===== src/rtl/lsu_pkg.sv =====
// Shared definitions for the load/store unit: RV32I funct3 codes, FSM states
// and the access-size decode.
package lsu_pkg;

    localparam logic [2:0] LB  = 3'b000;
    localparam logic [2:0] LH  = 3'b001;
    localparam logic [2:0] LW  = 3'b010;
    localparam logic [2:0] LBU = 3'b100;
    localparam logic [2:0] LHU = 3'b101;

    localparam logic [2:0] SB  = 3'b000;
    localparam logic [2:0] SH  = 3'b001;
    localparam logic [2:0] SW  = 3'b010;

    typedef enum logic [1:0] {
        IDLE   = 2'd0,
        ACCESS = 2'd1,
        RESP   = 2'd2
    } lsuState_t;

    // Bytes touched by an access; illegal codes fall through to word size.
    function automatic logic [2:0] accessBytes(input logic [2:0] funct3);
        case (funct3[1:0])
            2'b00:   return 3'd1;
            2'b01:   return 3'd2;
            default: return 3'd4;
        endcase
    endfunction

endpackage


===== src/rtl/lsu_access_check.sv =====
// Combinational fault classification of a memory request: range, funct3 legality
// and (when LSU_MISALIGN_TRAP_EN is defined) natural alignment.
module lsu_access_check
    import lsu_pkg::*;
#(
    parameter int unsigned MEM_BYTES = 2000,
    parameter int unsigned ADDR_W    = 32
) (
    input  logic              iWrite,
    input  logic [2:0]        iFunct3,
    input  logic [ADDR_W-1:0] iAddress,
    output logic              oRangeFault,
    output logic              oFunct3Fault,
    output logic              oMisalignFault
);

    localparam int unsigned EXT_W = ADDR_W + 1;

    logic [EXT_W-1:0] lastByte;

    // One extra bit keeps the last-byte address from wrapping near the top.
    always_comb begin
        lastByte    = {1'b0, iAddress} + EXT_W'(accessBytes(iFunct3)) - EXT_W'(1);
        oRangeFault = (lastByte >= EXT_W'(MEM_BYTES));
    end

    always_comb begin
        if (iWrite) begin
            oFunct3Fault = !(iFunct3 inside {SB, SH, SW});
        end else begin
            oFunct3Fault = !(iFunct3 inside {LB, LH, LW, LBU, LHU});
        end
    end

`ifdef LSU_MISALIGN_TRAP_EN
    always_comb begin
        oMisalignFault = 1'b0;
        case (iFunct3[1:0])
            2'b01:   oMisalignFault = iAddress[0];
            2'b10:   oMisalignFault = (iAddress[1:0] != 2'b00);
            default: oMisalignFault = 1'b0;
        endcase
    end
`else
    assign oMisalignFault = 1'b0;
`endif

endmodule


===== src/rtl/load_store_unit.sv =====
// Single-outstanding load/store unit: IDLE -> ACCESS (one memory cycle) -> RESP.
// Build option LSU_MISALIGN_TRAP_EN turns misaligned halfword/word accesses into faults.
module load_store_unit
    import lsu_pkg::*;
#(
    parameter int unsigned MEM_BYTES = 2000,
    parameter int unsigned ADDR_W    = 32
) (
    input  logic              iClk,
    input  logic              iReset,
    input  logic              iReqValid,
    output logic              oReqReady,
    input  logic              iReqWrite,
    input  logic [2:0]        iReqFunct3,
    input  logic [ADDR_W-1:0] iReqAddress,
    input  logic [31:0]       iReqWriteData,
    output logic              oRespValid,
    input  logic              iRespReady,
    output logic [31:0]       oRespData,
    output logic              oRespError,
    output logic [31:0]       oMemAddress,
    output logic [31:0]       oMemWriteData,
    output logic [2:0]        oMemFunct3,
    output logic              oMemWrite,
    output logic              oMemRead,
    input  logic [31:0]       iMemReadData
);

    lsuState_t state;
    logic      reqWriteQ;
    logic      faultQ;
    logic      memReadQ;
    logic      memWriteQ;
    logic      rangeFault;
    logic      funct3Fault;
    logic      misalignFault;
    logic      reqFault;

    lsu_access_check #(
        .MEM_BYTES (MEM_BYTES),
        .ADDR_W    (ADDR_W)
    ) uAccessCheck (
        .iWrite         (iReqWrite),
        .iFunct3        (iReqFunct3),
        .iAddress       (iReqAddress),
        .oRangeFault    (rangeFault),
        .oFunct3Fault   (funct3Fault),
        .oMisalignFault (misalignFault)
    );

    assign reqFault = rangeFault | funct3Fault | misalignFault;

    // Strobes are masked by reset so a reset landing in ACCESS never commits a store.
    assign oMemRead  = memReadQ  & ~iReset;
    assign oMemWrite = memWriteQ & ~iReset;

    always_ff @(posedge iClk) begin
        if (iReset) begin
            state         <= IDLE;
            oReqReady     <= 1'b1;
            oRespValid    <= 1'b0;
            oRespError    <= 1'b0;
            oRespData     <= 32'd0;
            oMemAddress   <= 32'd0;
            oMemWriteData <= 32'd0;
            oMemFunct3    <= 3'd0;
            memReadQ      <= 1'b0;
            memWriteQ     <= 1'b0;
            reqWriteQ     <= 1'b0;
            faultQ        <= 1'b0;
        end else begin
            case (state)
                IDLE: begin
                    if (iReqValid && oReqReady) begin
                        oReqReady     <= 1'b0;
                        oMemAddress   <= 32'(iReqAddress);
                        oMemWriteData <= iReqWriteData;
                        oMemFunct3    <= iReqFunct3;
                        reqWriteQ     <= iReqWrite;
                        faultQ        <= reqFault;
                        memReadQ      <= !iReqWrite && !reqFault;
                        memWriteQ     <= iReqWrite && !reqFault;
                        state         <= ACCESS;
                    end
                end
                ACCESS: begin
                    memReadQ   <= 1'b0;
                    memWriteQ  <= 1'b0;
                    oRespValid <= 1'b1;
                    oRespError <= faultQ;
                    oRespData  <= (faultQ || reqWriteQ) ? 32'd0 : iMemReadData;
                    state      <= RESP;
                end
                RESP: begin
                    if (iRespReady) begin
                        oRespValid <= 1'b0;
                        oReqReady  <= 1'b1;
                        state      <= IDLE;
                    end
                end
                default: begin
                    state     <= IDLE;
                    oReqReady <= 1'b1;
                end
            endcase
        end
    end

endmodule


===== config.mk =====
export PLATFORM = sky130hd
export DESIGN_NAME = load_store_unit
export DESIGN_NICKNAME = d
export VERILOG_FILES = /design/src/rtl/lsu_pkg.sv /design/src/rtl/lsu_access_check.sv /design/src/rtl/load_store_unit.sv
export SDC_FILE = /design/constraint.sdc
export NUM_CORES = 1
export LEC_CHECK = 0
export BUFFER_PORTS_ARGS = -buffer_cell sky130_fd_sc_hd__buf_2
export CORE_ASPECT_RATIO = 2
export CORE_MARGIN = 2
export CORE_UTILIZATION = 25
export DETAILED_ROUTE_END_ITERATION = 10
export HOLD_SLACK_MARGIN = 0.05
export PLACE_DENSITY = 0.43
export SYNTH_ARGS = -nofsm -noshare
export SYNTH_HDL_FRONTEND = slang
export SYNTH_SLANG_ARGS = --single-unit

===== constraint.sdc =====
create_clock -name iClk -period 8 [get_ports iClk]
set_clock_uncertainty 0.2 [all_clocks]
set_input_delay 1.6 -clock iClk [delete_from_list [all_inputs] [get_ports iClk]]
set_output_delay 1.6 -clock iClk [all_outputs]
set_load 0.05 [all_outputs]

== Yosys cells after proc, flatten, opt, wreduce, memory -nomap -nowiden ==
Cells that the tools add are included.
W data, S select, Z words.
Storage, ports and cells
  memories kept: 0
  ROM bits: 0
  memory bits (writable): 0
  bits in registers: 108
  output and inout bits: 104
  bits in latches: 0
  bits of input ports: 104
  word-level logic and storage cells: 64
Operators by class
  mux-type cells: 15
  order comparisons: 1
  reduce and logical (&&, ||, !) cells: 20
  shift operators: 0
  multipliers: 0
  divide/modulo/power cells: 0
  add/subtract/negate cells: 2
  equal/unequal tests: 9
  bitwise gates (word level): 5
Operator list (number)
  $add A32 B3 Y33: 1
  $ge A33 B11 Y1 const B: 1
  $sub A33 B1 Y33 const B: 1
  $mux W32: 1
  $reduce_and A2 Y1: 4
  $eq A3 B3 Y1 const B: 2
  $mux W1: 6
  $pmux W1 S2: 3
  $pmux W2 S3: 1
  $pmux W3 S2: 1
  $reduce_bool A5 Y1: 1
  $eq A2 B1 Y1 const B: 2
  $logic_not A1 Y1: 4
  $logic_not A2 Y1: 2
  $mux W2: 2
  $ne A2 B2 Y1 const B: 2
  $reduce_bool A2 Y1: 2
  $eq A3 B1 Y1 const B: 1
  $eq A3 B2 Y1 const B: 1
  $logic_and A1 B1 Y1: 3
  $logic_not A3 Y1: 1
  $pmux W1 S3: 1
  $reduce_and A3 Y1: 1
  $reduce_bool A3 Y1: 1
  5 further kinds: 7

== Longest topological paths before layout ==
Gate-level depths: netlist (run 1).
  depth in word-level cells: 10
  mapped depth: 17
  depth with buffers taken out: 17

== By module ==
Synthesis (run 1) repeated with hierarchy kept, for this count alone.
Unflattened totals
  cells, all modules: 779
  area, all modules: 6047.0 µm²
Modules (own cells, without submodules)
  load_store_unit: instances 1, cells each 440, area an instance 3898.7 µm², seq. area each 2162.1 µm²
  lsu_access_check: instances 1, cells each 339, area an instance 2148.3 µm², seq. area each 0.0 µm²

== Least setup slack after synthesis (run 1) ==
No wires, ideal clock.
  path kind: input to register
  start: input port iReqFunct3[0]
  end: register faultQ
  arrival: 4.614 ns
  stages: 16
  slack: 3.071 ns
  setup time: 0.115 ns
  cells stage by stage: or2_2 -> ha_1 -> inv_1 -> ha_1 -> inv_1 -> fa_1 -> nor2b_4 -> o2111ai_1 -> a211oi_1 -> nor2_1 -> a31oi_1 -> xor2_1 -> a2111o_1 -> nor4_1 -> nand3_1 -> o21a_1
On the way
  word-level cells in the longest chain between the ends: 6
  elaborated cells on any way between the ends: 17
  classes of those cells: 2 x add/sub; 1 x order compare; 5 x eq/ne; 2 x mux; 1 x bitwise; 6 x reduce/logical
RTL lines
  start, declared: RTL line load_store_unit.sv:14  | input logic [2:0] iReqFunct3,
  $eq A2 B1 Y1 / $logic_not A2 Y1 (equally long branches): RTL line lsu_pkg.sv:23  | case (funct3[1:0])
  $pmux W3 S2: RTL line lsu_pkg.sv:23
  $add A32 B3 Y33: RTL line lsu_access_check.sv:23  | lastByte = {1'b0, iAddress} + EXT_W'(accessBytes(iFunct3)) - EXT_W'(1);
  $sub A33 B1 Y33: RTL line lsu_access_check.sv:23
  $ge A33 B11 Y1: RTL line lsu_access_check.sv:24  | oRangeFault = (lastByte >= EXT_W'(MEM_BYTES));
  $or A1 B1 Y1 (*): RTL line load_store_unit.sv:51  | assign reqFault = rangeFault | funct3Fault | misalignFault;
  end signal, assigned: RTL line load_store_unit.sv:80  | faultQ <= reqFault;
  end, declared: RTL line load_store_unit.sv:31  | logic faultQ;
Mark *: on every way between the ends. The rest lies on a longest branch, timed or not.
A chain may end at the register's enable or synchronous reset.

== Final worst setup path (run 1) ==
Same ends and word-level chain as after synthesis.

==> results.md, run 1 <==
- Yosys top cell by area: dfxtp_1
- Worst R2R End: oMemFunct3[1]
- Worst-path clk slew: around 0.08 ns
- Synth async-reset ratio: 0%
- Critical Path Sink Type: register
- #FFs+latches synth: 108
- Cells on Worst Hold Path: 2
- H-tree depth: 3
- Post-cts repair resize count: 0
- Power Dens Cells: 206 mW/mm2
- Clk sinks: 108
- Synth area leaders: dfxtp_1 (35%), nand2_1 (10%), a21oi_1 (8.1%), ha_1 (7.0%), a22oi_1 (3.9%)
- RSZ-0062 raised after global routing: false
- Post-CTS setup repair buffer count: 0
- Clock Latency Late Sink: around 0.37 ns
- Largest net degree at the start of global routing: 60
- Status: finished clean
- Critical setup path kind: in -> reg
- PnR Total Power: between 0.0015 and 0.002 W
- R2R Path Start: state[0]
- Vias in the first global route: 6039
- CTS tree: done
- Final core occ: 31.7%
- Initial antenna violation count: 0
- Drt drc: 0
- Hold WC Path Type: reg -> reg
- Port buffer count: 207
- Die H: approximately 220 um
- Peak Freq: 193 MHz
- Most used DFF post-synth: dfxtp_1
- Core Region: 0.0239 mm2
- Num CTS Buffers: 9
- Final critical-path share of the clock period: 64.9%
- Hold-fix buffers, CTS: 0
- Syn Nets: between 900 and 1k
- Setup violations, final: 0
- Post-synth EDFFs: 0
- Synthesis-to-finish area growth: 24.5%
- Nets@finish: 1104
- Hold Worst Slack: 0.253 ns
- # IOs: 208
- Synth cell types: 72
- WL per Instance: approximately 17 um
- VDD IR max: 0.0000834 V
- Post-Syn Area: 0.00609 mm2
- GR Overflow Total: 0
- Fin. max-slew vios: 0
- Hold Path Origin: oMemWriteData[24]
- Worst slew pin tran: 0.798 ns
- Num rows: 80
- 1st-iter DRT viols: around 320
- Die Area: 0.0257 mm2
- Post-route ant nets: 0
- Synth Instances: 793
- Vias: 6166
- Post-DP HPWL: between 15000 and 20000 um
- Vias/cell: ~5
- Worst R2R Path Depth: 5
- Slew HR: 46.6%
- Max FO, Critical Path: 5
- Post-layout instance area: 0.00759 mm2
- Reg-to-reg slack, setup: roughly 5.4 ns
- Fin crit period: approximately 5.2 ns
- Post-synth top area share: between 30 and 40%
- Setup TNS: 0 ns
- Static Leak: 3.51 nW
- Die Wd: 114 um
- Layout cells sized above 1: 25.9%
- Post-Route WL: 21400 um
- Placed inst area: 0.00725 mm2
- Required time worst endpoint: 8.07 ns
- Max clock buf depth: 2
- Root Buffer: clkbuf_16
- All-Layer GR Usage: around 16%
- Post-synthesis sequential area ratio: 35.5%
- WHS Endpoint: oMemWriteData[24]
- Final hold violations: 0
- DR pass1 iterations: 4
- ANT cells: 0
- Global-route wire length before repair: about 32000 um
- Starting Density: ~25%
- Syn avg cell area: 7.68 um2
- Worst Path Arrival: 5.26 ns
- GP Congestion: about 0.87
- YS warnings: 0
- Max-cap viol count: 0
- Startpoint type of the worst setup path: input port
## per-layer routing
metal  global-route usage, %  share of wire [%]  up-vias
met5                       0                  0        -
met2                    33.1                 57      152
li1                        -                  -     3112
met3                    2.37                3.1       45
met1                    14.8                 35     2857
met4                    9.09                4.5        0
## cells by family after synthesis
| family | Yosys count | share of synthesized area [%] |
|---|---|---|
| muxes | 2 | 0.329 |
| xor gates and xnor gates | 9 | 1.29 |
| buffers and inverters | 96 | 7.46 |
| adders and majority gates | 35 | 7.31 |
| and+or+nand+nor | 300 | 21.6 |
| DFF | 108 | 35.5 |
| AOI/OAI and AO/OA | 243 | 26.5 |
## layout make-up
type                            count  area, um2
Tap cell                          287        359
Clock buffer                       10        239
Fill cell                        2650      16300
Multi-Input combinational cell    589       3490
Clock inverter                      6       93.8
Sequential cell                   108       2160
Timing Repair Buffer              212       1080
Inverter                           45        170
## synth_stat cells (6+ instances only)
library cell / instances
nor3_1: 11
nand2_1: 168
nand3_1: 12
o21ai_0: 20
o21bai_1: 6
a211oi_1: 7
a22oi_1: 32
a21o_1: 17
inv_1: 44
buf_2: 6
a21oi_1: 98
xnor2_1: 6
clkbuf_1: 33
nand4_1: 9
dfxtp_1: 108
o21a_1: 10
nor2_1: 61
ha_1: 34
## worst max path at each step
stage	from	to	slack, ns	cells past startpoint
5_1_grt	iReqFunct3[0]	faultQ	2.67	17
3_3_place_gp	iReqFunct3[0]	faultQ	2.53	17
2_1_floorplan	iReqFunct3[0]	faultQ	3.07	16
3_5_place_dp	iReqFunct3[0]	faultQ	2.50	17
4_1_cts	iReqFunct3[0]	faultQ	2.90	17
6_report	iReqFunct3[0]	faultQ	2.81	17
## critical path, cell delays in order
cell and delay, ns:
buf_2 0.12, or2_2 0.29, ha_1 0.19, inv_1 0.06, ha_1 0.18, inv_1 0.06
fa_1 0.40, nor2b_4 0.14, o2111ai_1 0.24, a21oi_2 0.31, nor4_1 0.11, o311a_1 0.38
a311oi_1 0.28, nand4_1 0.14, nor4_1 0.37, nand3_1 0.19, o21a_1 0.20
## registers in the layout (all words and copies together), names as in the netlist, 2 cells and up
name and flops:
oMemAddress 32, oMemFunct3 3, oMemWriteData 32, oRespData 32, state 2
## per-stage QoR
| step | std cells | setup slack (ns) |
|---|---|---|
| CTS | 1257 | 2.90 |
| detailed placement | 1241 | 2.50 |
| floorplan | 793 | 3.07 |
| finish | 1257 | 2.81 |
| global placement | 1241 | 2.53 |
| global route | 1257 | 2.67 |
## where the power goes
group	internal [W]	total (W)	switching (W)	leakage [nW]
sequential	0.000570	0.000586	0.0000159	0.881
clock	0.000286	0.000513	0.000227	0.160
combinational	0.000142	0.000466	0.000324	2.47
total	0.000998	0.00157	0.000567	3.51
## layout by cell type (no fill, tap or decap), types with 4 or more instances in the layout
cell type and n:
ha_1 34, o21bai_1 6, nor2b_1 5, a22oi_1 32, inv_1 44, nand2b_1 5, o31ai_1 4, dfxtp_1 108
a211oi_1 7, o211ai_1 5, buf_4 6, o2111ai_1 4, o21a_1 10, nand2_1 168, xnor2_1 6, nand3_1 12
nand4_1 9, a21oi_1 98, nor4_1 4, nor3_1 10, nor2_1 61, a31oi_1 5, a21oi_2 4, a21o_1 17
buf_2 206, o21ai_0 20, clkbuf_16 9
Power figures use the tool's default switching activity.
==> inputs of run 2 (changes only) <==
PLACE_DENSITY = 0.44   (was 0.43)
clock period = 4.7 ns   (was 8 ns; I/O delays follow)
==> run 2 against run 1 <==
Register-to-register slack lost 2.9 ns. Highest routed layer unchanged. Critical path depth is the same. Flip-flop and latch count stayed put.
==> results.md, run 2 (synthesis results as in run 1) <==
- Startpoint type of the worst setup path: input port (unchanged)
- Most common cell after layout, fill and taps aside: buf_2 (unchanged)
- Post-CTS setup repair buffer count: 0 (unchanged)
- Starting Density: 25.5% (unchanged)
- Nets@finish: 1114 (was 1104)
- Required time worst endpoint: 4.78 ns (was 8.07 ns)
- Clk sinks: 108 (unchanged)
- Post-layout instance area: 0.00763 mm2 (was 0.00759 mm2)
- Die Area: 0.0257 mm2 (unchanged)
- Largest net degree at the start of global routing: 83 (was 60)
- Peak Freq: 227 MHz
- Root Buffer: clkbuf_16 (unchanged)
- Post-DP HPWL: 16700 um (was 16500 um)
- Max FO, Critical Path: 5 (unchanged)
- WL per Instance: 17.1 um (was 17.0 um)
- Die Wd: 114 um (unchanged)
- Status: finished clean (unchanged)
- Layout cells sized above 1: 26.6% (was 25.9%)
- Placed Cells: 1251 (was 1241)
- 1st-iter DRT viols: 323 (was 318)
- Worst slew pin tran: 0.923 ns (was 0.798 ns)
- Initial antenna violation count: 2 (was 0)
- Final core occ: 31.9% (was 31.7%)
- Clock Latency Late Sink: 0.37 ns (about the same)
- GP Congestion: 0.847 (was 0.871)
- Critical setup path kind: in -> reg (unchanged)
- Critical-path cell list: buf_2 -> or2_2 -> ha_1 -> inv_1 -> ha_1 -> inv_1 -> fa_1 -> nor2b_4 -> o2111ai_1 -> a211oi_1 -> nor2_1 -> a31oi_1 -> xor2_1 -> a2111o_1 -> nor4_1 -> nand3_1 -> o21a_1 (was buf_2 -> or2_2 -> ha_1 -> inv_1 -> ha_1 -> inv_1 -> fa_1 -> nor2b_4 -> o2111ai_1 -> a21oi_2 -> nor4_1 -> o311a_1 -> a311oi_1 -> nand4_1 -> nor4_1 -> nand3_1 -> o21a_1)
- Vias: 6230 (was 6166)
- Critical Path Sink Type: register (unchanged)
- Slew HR: 38.5% (was 46.6%)
- Num CTS Buffers: 9 (unchanged)
- Static Leak: 3.54 nW (was 3.51 nW)
- Max-cap viol count: 0 (unchanged)
- Global-route wire length before repair: 32800 um (was 32400 um)
- Final critical-path share of the clock period: 93.6%
- Die H: 225 um (unchanged)
- GR Overflow Total: 0 (unchanged)
- Fin. max-slew vios: 0 (unchanged)
- Biggest regs: oMemAddress (32), oMemWriteData (32), oRespData (32) (unchanged)
- Post-route ant nets: 0 (unchanged)
- Power Dens Cells: 337 mW/mm2 (was 206 mW/mm2)
- VDD IR max: 0.000147 V (was 0.0000834 V)
- Final hold violations: 0 (unchanged)
- Crit-path leading delay family: compound AO/OA/AOI/OAI gates (unchanged)
- Vias/cell: 4.91 (about the same)
- Drt drc: 0 (unchanged)
- Placed inst area: 0.00734 mm2 (was 0.00725 mm2)
- Post-Route WL: 21700 um (was 21400 um)
- Port buffer count: 207 (unchanged)
- Worst Path Arrival: 4.48 ns (was 5.26 ns)
- Fin crit period: 4.40 ns
- All-Layer GR Usage: 16.7% (was 16.4%)
- Synthesis-to-finish area growth: 25.3% (was 24.5%)
- Num rows: 80 (unchanged)
- Buf/Inv on CP: 3 (unchanged)
- CTS tree: done (unchanged)
- Post-cts repair resize count: 0 (unchanged)
- Highest-count cells in the layout ignoring fill and taps: buf_2 (206), nand2_1 (168), dfxtp_1 (108) (unchanged)
- RSZ-0062 raised after global routing: false (unchanged)
- Worst-path clk slew: 0.08 ns (about the same)
- CP max stage delay: 0.41 ns (was 0.40 ns)
- H-tree depth: 3 (unchanged)
- Hold-fix buffers, CTS: 0 (unchanged)
- Setup violations, final: 0 (unchanged)
- Critical path's slowest cell: fa_1 (unchanged)
- Max clock buf depth: 2 (unchanged)
- Post-route insts no fill: 1269 (was 1257)
- # IOs: 208 (unchanged)
- Core Region: 0.0239 mm2 (unchanged)
- DR pass1 iterations: 4 (unchanged)
- Hold WC Path Type: reg -> reg (unchanged)
- Vias in the first global route: 6098 (was 6039)
[run 2: routing by layer]
metal  wire [um]  track usage, %
met1        7550            15.9
met2       12400            32.5
met3         604            2.02
met4        1120            10.9
met5           0               0
[run 2: layout make-up]
cell class	count	area, um2
Clock buffer	9	225
Tap cell	287	359
Multi-Input combinational cell	589	3490
Fill cell	2640	16300
Sequential cell	108	2160
Timing Repair Buffer	222	1160
Clock inverter	7	60.1
Inverter	45	170
Antenna cell	2	5.00
[run 2: worst min-delay path, cell delays in order, from the launching register on]
cell	delay, ns
dfxtp_1	0.31
nand2_1	0.05
a21oi_1	0.05
[run 2: final timing paths]
kind	start	endpoint	slack [ns]	depth (start not counted)
min	oMemAddress[1]	oMemAddress[1]	0.25	2
max	iReqFunct3[0]	faultQ	0.30	17
max reg2reg	state[0]	oMemAddress[9]	2.47	5
min reg2reg	oMemAddress[1]	oMemAddress[1]	0.25	2
[run 2: report_power, final]
group / switching [W] / internal [W] / total, W
registers: 0.0000271 / 0.000970 / 0.000998
clock network: 0.000397 / 0.000369 / 0.000766
logic: 0.000557 / 0.000249 / 0.000806
[run 2: stage by stage]
stage	power (W)	setup slack, ns	hold WS (ns)	setup TNS (ns)
6_report	0.00257	0.300	0.252	0
5_1_grt	0.00271	0.0630	0.276	0
4_1_cts	0.00262	0.299	0.255	0
3_5_place_dp	0.00183	-0.109	0.243	-0.158
3_3_place_gp	0.00183	-0.0741	0.239	-0.0741
2_1_floorplan	0.00160	0.431	0.236	0
==> inputs of run 3 (changes only) <==
GPL_TIMING_DRIVEN = 0   (was not set)
==> run 3 against run 2 <==
Global-route usage increased by 0.41 points. Total power increased by 3.4%. Clock power increased by 9.3%. Via count increased by 0.63%. Worst setup slack got worse by 0.11 ns. Largest power group unchanged. Core utilization increased by 0.82 points. Worst hold slack got worse by 0.00083 ns. Sequential share of layout area decreased by 0.71 points. Combinational power increased by 2%. Count of clock-buffer cells in the layout increased by 1. Non-clock buffer count increased by 35. Sequential power about the same.
==> results.md, run 3 (synthesis results as in run 1) <==
- Initial antenna violation count: 2 (unchanged)
- Power Dens Cells: 339 mW/mm2 (was 337 mW/mm2)
- Nets@finish: 1149 (was 1114)
- Max clock buf depth: 2 (unchanged)
- CTS tree: done (unchanged)
- Biggest regs: oMemAddress (32), oMemWriteData (32), oRespData (32) (unchanged)
- Die H: 225 um (unchanged)
- Clock Latency Late Sink: 0.37 ns (about the same)
- Worst-path clk slew: 0.07 ns (was 0.08 ns)
- Sw Share: 36.1% (was 38.2%)
- Fin. max-slew vios: 0 (unchanged)
- Max FO, Critical Path: 5 (unchanged)
- Global-route wire length before repair: 33700 um (was 32800 um)
- Vias: 6269 (was 6230)
- Seq pwr share: 37.6% (was 38.8%)
- Port buffer count: 206 (was 207)
- Psw: 0.000959 W (was 0.000981 W)
- Startpoint type of the worst setup path: input port (unchanged)
- Reg-to-reg slack, setup: 2.38 ns (was 2.47 ns)
- 1st-iter DRT viols: 344 (was 323)
- Vias in the first global route: 6161 (was 6098)
- Layout cells sized above 1: 25.8% (was 26.6%)
- Hold Worst Slack: 0.251 ns (was 0.252 ns)
- P_int: 0.00170 W (was 0.00159 W)
- Clk sinks: 108 (unchanged)
- GP Congestion: 0.822 (was 0.847)
- Num CTS Buffers: 9 (unchanged)
- Slew HR: 54.6% (was 38.5%)
- WL per Instance: 16.9 um (was 17.1 um)
- Worst Path Arrival: 4.57 ns (was 4.48 ns)
- Cells on Worst Hold Path: 2 (unchanged)
- WHS Endpoint: oMemWriteData[10] (was oMemAddress[1])
- H-tree depth: 3 (unchanged)
- PnR Total Power: 0.00266 W (was 0.00257 W)
- Required time worst endpoint: 4.76 ns (was 4.78 ns)
- Logic gate share of total power: 30.9% (was 31.4%)
- Synthesis-to-finish area growth: 28.5% (was 25.3%)
- Critical Path Sink Type: register (unchanged)
- Drt drc: 0 (unchanged)
- Root Buffer: clkbuf_16 (unchanged)
- DR pass1 iterations: 4 (unchanged)
- Post-route ant nets: 0 (unchanged)
- Clk pwr share: 31.5% (was 29.8%)
- Worst R2R End: oRespData[29] (was oMemAddress[9])
- Starting Density: 25.5% (unchanged)
- Num rows: 80 (unchanged)
- Final hold violations: 0 (unchanged)
- RSZ-0062 raised after global routing: false (unchanged)
- Post-DP HPWL: 18100 um (was 16700 um)
- Highest-count cells in the layout ignoring fill and taps: buf_2 (212), nand2_1 (168), dfxtp_1 (108) (was buf_2 (206), nand2_1 (168), dfxtp_1 (108))
- GR Overflow Total: 0 (unchanged)
- Most common cell after layout, fill and taps aside: buf_2 (unchanged)
- All-Layer GR Usage: 17.1% (was 16.7%)
- Hold Path Origin: oMemWriteData[10] (was oMemAddress[1])
- R2R Path Start: state[1] (was state[0])
- Die Wd: 114 um (unchanged)
- # IOs: 208 (unchanged)
- Max-cap viol count: 0 (unchanged)
- Setup TNS: 0 ns (unchanged)
- VDD IR max: 0.000152 V (was 0.000147 V)
- Worst slew pin tran: 0.681 ns (was 0.923 ns)
- Critical setup path kind: in -> reg (unchanged)
- Worst R2R Path Depth: 6 (was 5)
- Core Region: 0.0239 mm2 (unchanged)
- Status: finished clean (unchanged)
- Hold WC Path Type: reg -> reg (unchanged)
- Static Leak: 3.61 nW (was 3.54 nW)
- Fin crit period: 4.51 ns (was 4.40 ns)
- Vias/cell: 4.81 (was 4.91)
- Peak Freq: 222 MHz (was 227 MHz)
- Largest net degree at the start of global routing: 18 (was 83)
- Setup violations, final: 0 (unchanged)
- Post-CTS setup repair buffer count: 0 (unchanged)
- Final critical-path share of the clock period: 95.9% (was 93.6%)
- Die Area: 0.0257 mm2 (unchanged)
- Post-Route WL: 22100 um (was 21700 um)
run 3: changes by cell type in the layout (fill, tap and decap cells not counted), moves of 2 or more:
cell       before  now
inv_8           2    0
clkinv_4        2    0
buf_2         206  212
clkbuf_1        0   34
bufinv_16       0    2
buf_4          15    2
clkbuf_8        0    4
buf_6           0    5
run 3: worst max-delay path, cell delays in order:
cell       delay (ns)
buf_2            0.13
or2_2            0.29
ha_1             0.17
inv_1            0.06
ha_1             0.19
inv_1            0.06
fa_1             0.40
nor2b_4          0.15
o2111ai_2        0.23
a21oi_2          0.32
nor4_1           0.12
o311a_1          0.39
a311oi_1         0.22
nand4_1          0.15
nor4_2           0.33
nand3_1          0.20
o21a_1           0.21
run 3: timing repair:
item / CTS / global route
endpoints found under the setup margin: 3 / 3
gates resized for setup: 1 / 3
hold buffers: 0 / 0
pin swaps: 0 / 1
run 3: routing by layer:
metal	vias up	global-route usage (%)	wire length (um)
met4	0	6.33	468
met1	2918	15.5	7310
met2	126	36.3	13500
met5	-	0	0
li1	3200	-	-
met3	25	2.48	756
run 3: area by class of cell:
| class | count | area [um2] |
|---|---|---|
| Clock inverter | 6 | 86.3 |
| Multi-Input combinational cell | 589 | 3500 |
| Buffer | 51 | 284 |
| Inverter | 45 | 170 |
| Clock buffer | 10 | 229 |
| Antenna cell | 2 | 5.00 |
| Sequential cell | 108 | 2160 |
| Fill cell | 2697 | 16100 |
| Timing Repair Buffer | 206 | 1030 |
| Tap cell | 287 | 359 |
run 3: worst max-delay path by stage:
stage / startpoint / to / depth (start not counted)
6_report: iReqFunct3[0] / faultQ / 17
5_1_grt: iReqFunct3[0] / faultQ / 17
4_1_cts: iReqFunct3[0] / faultQ / 17
3_5_place_dp: iReqFunct3[0] / faultQ / 17
3_3_place_gp: iReqFunct3[0] / faultQ / 17
2_1_floorplan: iReqFunct3[0] / faultQ / 16
run 3: power groups by stage:
| stage | clock [W] | combinational [W] | sequential [W] |
|---|---|---|---|
| floorplan | 0 | 0.000396 | 0.00120 |
| global placement | 0 | 0.000824 | 0.00102 |
| detailed placement | 0 | 0.000825 | 0.00102 |
| CTS | 0.000879 | 0.000829 | 0.000999 |
| global route | 0.000905 | 0.000898 | 0.00101 |
| finish | 0.000837 | 0.000821 | 0.000999 |
run 3: stage by stage:
step | util, % | setup WS [ns] | instance area (um2) | std cells
after detailed placement | 31.3 | -0.468 | 7480 | 1286
after global routing | 32.7 | 0.00854 | 7830 | 1304
after CTS | 32.6 | 0.102 | 7800 | 1302
final | 32.7 | 0.192 | 7830 | 1304
after floorplan | - | 0.431 | 6090 | 793
after global placement | 31.3 | -0.504 | 7480 | 1286
